$ cat config.mk
export PLATFORM = sky130hd
export DESIGN_NAME = seq_multiplier
export DESIGN_NICKNAME = d
export VERILOG_FILES = /design/src/rtl/mult_pkg.sv /design/src/rtl/adder_nbit.sv /design/src/rtl/seq_multiplier.sv
export SDC_FILE = /design/constraint.sdc
export NUM_CORES = 1
export LEC_CHECK = 0
export CORE_MARGIN = 3
export CORE_UTILIZATION = 30
export CTS_CLUSTER_SIZE = 24
export DETAILED_ROUTE_END_ITERATION = 12
export DONT_BUFFER_PORTS = 1
export PLACE_DENSITY = 0.42
export SLEW_MARGIN = 20
export SYNTH_ARGS = -nofsm -noshare
export SYNTH_HDL_FRONTEND = slang
export SYNTH_SLANG_ARGS = --single-unit
$ cat constraint.sdc
create_clock -name clk -period 13.5 [get_ports clk]
set_input_delay 1.35 -clock clk [delete_from_list [all_inputs] [get_ports clk]]
set_output_delay 1.35 -clock clk [all_outputs]
set_load 0.01 [all_outputs]
$ cat src/rtl/mult_pkg.sv
// rtl/mult_pkg.sv - shared FSM states, legal parameter ranges and saturation limits for seq_multiplier.
package mult_pkg;

  typedef enum logic [1:0] {
    ST_IDLE = 2'd0,
    ST_RUN  = 2'd1,
    ST_FIX  = 2'd2,
    ST_DONE = 2'd3
  } state_t;

  localparam int W_MIN    = 4;
  localparam int W_MAX    = 32;
  localparam int FRAC_MIN = 0;

  // Limits are returned right-aligned in 32 bits; callers cast down to W.
  function automatic logic [31:0] sat_max(input int w, input bit sgn);
    logic [63:0] v;
    v = sgn ? ((64'd1 << (w - 1)) - 64'd1) : ((64'd1 << w) - 64'd1);
    return v[31:0];
  endfunction

  function automatic logic [31:0] sat_min(input int w, input bit sgn);
    logic [63:0] v;
    v = sgn ? (64'd1 << (w - 1)) : 64'd0;
    return v[31:0];
  endfunction

endpackage

$ cat src/rtl/adder_nbit.sv
// rtl/adder_nbit.sv - N-bit ripple-carry adder with carry in and carry out.
module adder_nbit #(
  parameter int N = 17
) (
  input  logic [N-1:0] x,
  input  logic [N-1:0] y,
  input  logic         cin,
  output logic [N-1:0] sum,
  output logic         cout
);

  always_comb begin
    logic c;
    c   = cin;
    sum = '0;
    for (int i = 0; i < N; i++) begin
      sum[i] = x[i] ^ y[i] ^ c;
      c      = (x[i] & y[i]) | (c & (x[i] ^ y[i]));
    end
    cout = c;
  end

endmodule

$ cat src/rtl/seq_multiplier.sv
// rtl/seq_multiplier.sv - sign-magnitude shift-add fixed-point multiplier, one step per cycle.
// Define MULT_SAT_EN to clamp p on overflow instead of wrapping.
module seq_multiplier
  import mult_pkg::*;
#(
  parameter int W      = 16,
  parameter int FRAC   = 0,
  parameter int SIGNED = 1
) (
  input  logic         clk,
  input  logic         rst_n,
  input  logic         in_valid,
  output logic         in_ready,
  input  logic [W-1:0] a,
  input  logic [W-1:0] b,
  output logic         out_valid,
  input  logic         out_ready,
  output logic [W-1:0] p,
  output logic         ovf,
  output logic         busy
);

  localparam int CW = $clog2(W + 1);
  localparam int PW = 2 * W + 1;

  state_t state_q, state_d;

  logic [CW-1:0] cnt_q;
  logic [W-1:0]  ma_q;
  logic [W:0]    hi_q;
  logic [W-1:0]  lo_q;
  logic          sign_q;
  logic [W-1:0]  p_q;
  logic          ovf_q;

  logic          a_neg, b_neg;
  logic [W-1:0]  a_mag, b_mag;
  logic          cnt_last;
  logic [W:0]    add_y, add_sum;
  logic          add_cout;
  logic [PW-1:0] prod, shifted;
  logic [W-1:0]  res, p_fix;
  logic          ovf_c;

  assign a_neg    = (SIGNED != 0) && a[W-1];
  assign b_neg    = (SIGNED != 0) && b[W-1];
  assign a_mag    = a_neg ? (~a + 1'b1) : a;
  assign b_mag    = b_neg ? (~b + 1'b1) : b;
  assign cnt_last = (cnt_q == CW'(W));

  // The high half carries one spare bit so the adder carry is kept, not lost.
  assign add_y = {1'b0, (lo_q[0] ? ma_q : {W{1'b0}})};

  adder_nbit #(.N(W + 1)) u_adder (
    .x    (hi_q),
    .y    (add_y),
    .cin  (1'b0),
    .sum  (add_sum),
    .cout (add_cout)
  );

  // Arithmetic shift of the signed product gives truncation toward -inf.
  always_comb begin
    prod    = sign_q ? (~{hi_q, lo_q} + 1'b1) : {hi_q, lo_q};
    shifted = $unsigned($signed(prod) >>> FRAC);
    res     = shifted[W-1:0];
    if (SIGNED != 0) ovf_c = (shifted[PW-1:W] != {(W + 1){shifted[W-1]}});
    else             ovf_c = (shifted[PW-1:W] != '0);
`ifdef MULT_SAT_EN
    if (ovf_c) p_fix = sign_q ? W'(sat_min(W, SIGNED != 0)) : W'(sat_max(W, SIGNED != 0));
    else       p_fix = res;
`else
    p_fix = res;
`endif
  end

  always_ff @(posedge clk or negedge rst_n) begin
    if (!rst_n) state_q <= ST_IDLE;
    else        state_q <= state_d;
  end

  always_comb begin
    state_d = state_q;
    case (state_q)
      ST_IDLE: if (in_valid)  state_d = ST_RUN;
      ST_RUN:  if (cnt_last)  state_d = ST_FIX;
      ST_FIX:                 state_d = ST_DONE;
      ST_DONE: if (out_ready) state_d = ST_IDLE;
      default:                state_d = ST_IDLE;
    endcase
  end

  always_comb begin
    in_ready  = (state_q == ST_IDLE);
    out_valid = (state_q == ST_DONE);
    busy      = (state_q != ST_IDLE);
  end

  // RUN spends one settling cycle at cnt==W after the W steps, placing DONE W+2 edges after accept.
  always_ff @(posedge clk or negedge rst_n) begin
    if (!rst_n) begin
      cnt_q  <= '0;
      ma_q   <= '0;
      hi_q   <= '0;
      lo_q   <= '0;
      sign_q <= 1'b0;
      p_q    <= '0;
      ovf_q  <= 1'b0;
    end else begin
      case (state_q)
        ST_IDLE: if (in_valid) begin
          ma_q   <= a_mag;
          lo_q   <= b_mag;
          hi_q   <= '0;
          sign_q <= a_neg ^ b_neg;
          cnt_q  <= '0;
        end
        ST_RUN: if (!cnt_last) begin
          hi_q  <= {add_cout, add_sum[W:1]};
          lo_q  <= {add_sum[0], lo_q[W-1:1]};
          cnt_q <= cnt_q + 1'b1;
        end
        ST_FIX: begin
          p_q   <= p_fix;
          ovf_q <= ovf_c;
        end
        default: ;
      endcase
    end
  end

  assign p   = p_q;
  assign ovf = ovf_q;

endmodule
Yosys cells after proc, flatten, opt, wreduce, memory -nomap -nowiden
Index checks and enable logic that the tools add are counted.
- add/sub/neg operators: 4
- equality and inequality tests: 9
- muxes and demuxes: 17
- bitwise operators: 83
- reductions and logical operators: 6
- operators with widths (cell ; number):
    two-way mux 16 bit ; 5
    two-way mux 17 bit ; 2
    case mux 17 bit (2 select lines) ; 1
    adder 33 x 1 -> 33 bit, second input constant ; 1
    two-way mux 33 bit ; 1
    inverter 33 bit ; 1
    bitwise XOR 1 bit ; 33
    adder 16 x 1 -> 16 bit, second input constant ; 2
    bitwise AND 1 bit ; 32
    inverter 16 bit ; 2
    case mux 16 bit (2 select lines) ; 1
    inequality test 17 bit ; 1
    bitwise OR 1 bit ; 15
    two-way mux 5 bit ; 2
    case mux 5 bit (2 select lines) ; 1
    case mux 2 bit (4 select lines) ; 1
    two-way mux 2 bit ; 3
    inequality test 2 bit, second input constant ; 3
    AND reduction 3 bit ; 2
    adder 5 x 1 -> 5 bit, second input constant ; 1
    == test 5 bit, second input constant ; 1
    == test 2 bit, second input constant ; 2
    nonzero test 2 bit ; 2
    == test 2 x 1 -> 1 bit, second input constant ; 1
    other kinds (3) ; 3
- register bits: 74
- bits of input ports: 36
- output and inout bits: 20
- word-level logic and storage cells: 127

Longest topological paths before layout
- word-level depth: 35
- mapped depth: 22
- mapped depth without buffers: 21

Cells and area by module
Synthesis repeated with hierarchy kept, for this count alone.
- cell total of the unflattened synthesis: 563
- area total of the unflattened synthesis: 5061.1 sq um
- by module, submodules not included (module ; instances ; cells each ; area an instance (sq um) ; sequential area each (sq um)):
    seq_multiplier ; 1 ; 536 ; 4683.2 ; 1851.8
    adder_nbit ; 1 ; 27 ; 377.9 ; 0.0

Worst setup path after synthesis
Ideal clock, no wire load.
- kind: register -> register
- start: register lo_q[0]
- end: register hi_q[14]
- setup time: 121 ps
- arrival time: 6953 ps
- data required time: 13379 ps
- setup slack: 6426 ps
- stages on the path, launching flop included: 21
- buffers on the path: 2
- clock period less this slack: 7074 ps
- cells stage by stage: dfrtp_1 clkbuf_1 clkbuf_1 nand2_1 fa_1 fa_1 fa_1 fa_1 fa_1 fa_1 fa_1 fa_1 fa_1 fa_1 fa_1 fa_1 fa_1 fa_1 inv_1 fa_1 a22o_1
- longest elaborated chain between the ends: 33
- elaborated cells between the ends (all ways): 62
- those cells by class: 3 x mux; 59 x bitwise
- ends and longest elaborated chain (what ; RTL line ; text):
    from (decl) ; seq_multiplier.sv:31 ; logic [W-1:0] lo_q;
    from (signal assigned) ; seq_multiplier.sv:113 ; lo_q <= b_mag;
    from (signal assigned) ; seq_multiplier.sv:120 ; lo_q <= {add_sum[0], lo_q[W-1:1]};
    two-way mux 16 bit * ; seq_multiplier.sv:52 ; assign add_y = {1'b0, (lo_q[0] ? ma_q : {W{1'b0}})};
    bitwise AND 1 bit or bitwise XOR 1 bit (tied branches) ; adder_nbit.sv:18 ; c = (x[i] & y[i]) | (c & (x[i] ^ y[i]));
    bitwise AND 1 bit ; adder_nbit.sv:18 ;
    bitwise OR 1 bit ; adder_nbit.sv:18 ;
    bitwise AND 1 bit ; adder_nbit.sv:18 ;
    bitwise OR 1 bit ; adder_nbit.sv:18 ;
    bitwise AND 1 bit ; adder_nbit.sv:18 ;
    bitwise OR 1 bit ; adder_nbit.sv:18 ;
    [17 not listed] ; n/a ;
    bitwise OR 1 bit ; adder_nbit.sv:18 ;
    bitwise AND 1 bit ; adder_nbit.sv:18 ;
    bitwise OR 1 bit ; adder_nbit.sv:18 ;
    bitwise AND 1 bit ; adder_nbit.sv:18 ;
    bitwise OR 1 bit ; adder_nbit.sv:18 ;
    bitwise XOR 1 bit * ; adder_nbit.sv:17 ; sum[i] = x[i] ^ y[i] ^ c;
    two-way mux 17 bit * ; seq_multiplier.sv:118 ; ST_RUN: if (!cnt_last) begin
    case mux 17 bit (2 select lines) * ; seq_multiplier.sv:110 ; case (state_q)
    to (signal assigned) ; seq_multiplier.sv:119 ; hi_q <= {add_cout, add_sum[W:1]};
    to (decl) ; seq_multiplier.sv:30 ; logic [W:0] hi_q;
Every way passes the cells marked *; elsewhere a longest branch is shown, timed or not. The select of a mux whose other input is x is not followed.
A chain may end at the register's enable or synchronous reset.

Worst setup path after layout
Ends and elaborated chain as after synthesis.

==> results_dict.tcl <==
set metrics [dict create \
    cp-end-kind "flip-flop" \
    fmax_ghz 0.135 \
    hp-class "flip-flop to flip-flop" \
    ys_warn_count 0 \
    grt_usage_pct 14.6 \
    rows 46 \
    place_hpwl_mm 9.51 \
    cts_tree "built" \
    die_area_mm2 0.0183 \
    wl_per_cell_um 16.3 \
    cts.sinks 74 \
    routed.top_layer "met4" \
    switching_share_pct 46.2 \
    crit_path_top_delay_cell "dfrtp_1" \
    ys_seq_area_share_pct 36.9 \
    drive_gt1_share_pct 4.90 \
    worst_pin_slew_ps 1060 \
    drt-initial-drc-count 190 \
    synth_edf_count 0 \
    clock_path_buffers 2 \
    gp_congestion 0.794 \
    path_clk_slew_ps 60 \
    fin_area_mm2 0.00553 \
    final_max_slew_viol_count 0 \
    yosys_most_used_dff "dfrtp_1" \
    synth_fp_nets 648 \
    gr-total-overflow 0 \
    crit_chain "and2_1 -> ha_1 -> inv_1 -> fa_1 -> fa_1 -> fa_1 -> fa_1 -> fa_1 -> fa_1 -> fa_1 -> fa_1 -> fa_1 -> fa_1 -> fa_1 -> fa_1 -> fa_1 -> fa_1 -> inv_1 -> fa_1 -> a22o_1" \
    synthTopCellsByArea "dfrtp_1, o21ai_0, xor2_1" \
    p_switching_mw 0.606 \
    slew_headroom_pct 29.2 \
    crit_type "flip-flop to flip-flop" \
    setup_viol 0 \
    numCtsBuffers 9 \
    seqPwrFrac_pct 33.7 \
    drc_errors 0 \
    fin_crit_sh_pct 55.0 \
    met1Wirelength_mm 6.73 \
    grt_setup_unrepaired "false" \
    route.met3.wl_um 632 \
    die_w_um 135 \
    cts-root-buf "clkbuf_16" \
    antenna_found_initial 0 \
    die_height_um 135 \
    worst-path-stages 20 \
    post-cts-setup-buffers 0 \
    avgSynthCellArea_um2 8.56 \
    hold_viol 0 \
    dr_wl_met2_mm 5.21 \
    timing.setup.tns_ps 0 \
    grt_pass1_vias 3815 \
    layout_commonest_cell "nand2_1" \
    crit_required_ps 13730 \
    cp_max_fo 21 \
    antenna_cells 0 \
    hold_depth 2 \
    cts_resized 0 \
    portBuffers 0 \
    placed_cell_area_mm2 0.00518 \
    whs_ps 480 \
    cap_violations 0 \
    cts_hold_buffers 0 \
    viasPerCell 5.06 \
    ys_ff_latch 74 \
    yosysTopAreaCellShare_pct 36.9 \
    status "completed" \
    ant_nets 0 \
    most-common-layout-cells "nand2_1, dfrtp_1, o21ai_0" \
    core_area_mm2 0.0161 \
    internal_power_mw 0.704 \
    vias 3990 \
    ys_types 51 \
    clkLatencyLatePin_ps 340 \
    syn2layout_area_growth_pct 10.1 \
    r2r_cells 20 \
    crit_top_cell "fa_1" \
    clock_skew_ps 6.86 \
    synthesis.instances 586 \
    grt_max_degree 75 \
    ioPinCount 56 \
    async_reset_ff_share_pct 100 \
    power.share.combinational_pct 45.5 \
    syn-cell-area_mm2 0.00502 \
    fin_crit_ps 7430 \
    yosys.area.top_type "dfrtp_1" \
    cp_top_family "adder cells" \
    crit_path_start_kind "flip-flop" \
    htree_levels 3 \
    p_leak_nw 2.21 \
    power_per_cell_area_mw_per_mm2 237 \
    arrival_ps 7660 \
    fill_cells 1695 \
    grt_pass1_wl_mm 21.3 \
    cp_slowest_stage_delay_ps 730 \
    drt-pass1-iter-count 4 \
    vdd_ir_drop_max_mv 0.242 \
    wl_mm 12.8 \
    power_frac_clock_pct 20.7 \
    path_buf_inv 2 \
    num-nets-final 629 \
    start_util_pct 31.1 \
]
## registers in the layout, summed over array words and instances, names as in the netlist
signal	count
cnt_q	5
sign_q	1
state_q	2
p	16
ovf	1
lo_q	16
hi_q	17
ma_q	16
## worst paths after layout
check                               from        to  slack, ps
min in group asynchronous          rst_n      p[1]        710
worst max-delay path             lo_q[0]  hi_q[14]       6070
worst min register to register  ma_q[12]  ma_q[12]        480
worst min-delay path            ma_q[12]  ma_q[12]        480
worst max register to register   lo_q[0]  hi_q[14]       6070
max in group asynchronous          rst_n   lo_q[2]      12650
## logic make-up (layout without fill, tap and decap cells)
family / after synthesis / after routing / synth area share, %
simple gates: 202 / 202 / 19.2
buf+inv: 65 / 51 / 5.04
xor+xnor: 54 / 54 / 9.43
fa+ha+maj: 26 / 26 / 8.73
flops: 74 / 74 / 36.9
compound gates: 158 / 158 / 19.3
mux: 7 / 7 / 1.45
## Yosys cell counts, types with 2 or more instances
| cell | number |
|---|---|
| a22o_1 | 5 |
| a31oi_1 | 3 |
| a211o_1 | 2 |
| ha_1 | 11 |
| nand2b_1 | 8 |
| dfrtp_1 | 74 |
| or3_1 | 9 |
| inv_1 | 30 |
| or4_1 | 13 |
| fa_1 | 15 |
| nor4_1 | 6 |
| o2111ai_1 | 3 |
| o211ai_1 | 4 |
| mux2i_1 | 5 |
| mux2_2 | 2 |
| xor2_1 | 38 |
| nor2_1 | 45 |
| and3_1 | 2 |
| clkbuf_1 | 31 |
| nand2_1 | 80 |
| a211oi_1 | 6 |
| nor3_1 | 4 |
| o21ai_0 | 69 |
| a21oi_1 | 34 |
| o31ai_1 | 13 |
| xnor2_1 | 16 |
| o41ai_1 | 9 |
| nand3_1 | 14 |
| nand4_1 | 6 |
| and2_1 | 3 |
| nor2b_1 | 6 |
## metal layers
| metal | track usage, % | vias up |
|---|---|---|
| met1 | 22.6 | 1878 |
| met2 | 19.6 | 84 |
| met3 | 3.68 | 16 |
| li1 | - | 2012 |
| met5 | 0 | - |
| met4 | 4.76 | 0 |
## per-stage QoR
stage	util [%]	instances	setup WS [ps]	total power, mW
after floorplan	-	586	6430	0.885
after global placement	32.2	772	6160	1.04
after detailed placement	32.2	772	6090	1.05
after CTS	34.3	788	6020	1.33
after global routing	34.3	788	5790	1.44
final	34.3	788	6070	1.31
## power by group through the flow
stage | clock, mW | combinational, mW | sequential (mW)
floorplan | 0 | 0.492 | 0.393
global placement | 0 | 0.599 | 0.445
detailed placement | 0 | 0.600 | 0.448
CTS | 0.280 | 0.603 | 0.444
global route | 0.289 | 0.684 | 0.464
finish | 0.271 | 0.597 | 0.442
## worst min-delay path: stages, from the launching register on
cell and delay (ps):
dfrtp_1 340, nand2_1 50, o21ai_0 60
## area by class of cell
class | count | area, µm² | share of cell area (%)
Clock buffer | 11 | 253 | 4.57
Clock inverter | 5 | 85.1 | 1.54
Inverter | 31 | 116 | 2.11
Multi-Input combinational cell | 447 | 2920 | 52.8
Sequential cell | 74 | 1850 | 33.5
Tap cell | 216 | 270 | 4.89
Timing Repair Buffer | 4 | 30.0 | 0.543
(Power assumes the default switching activity.)
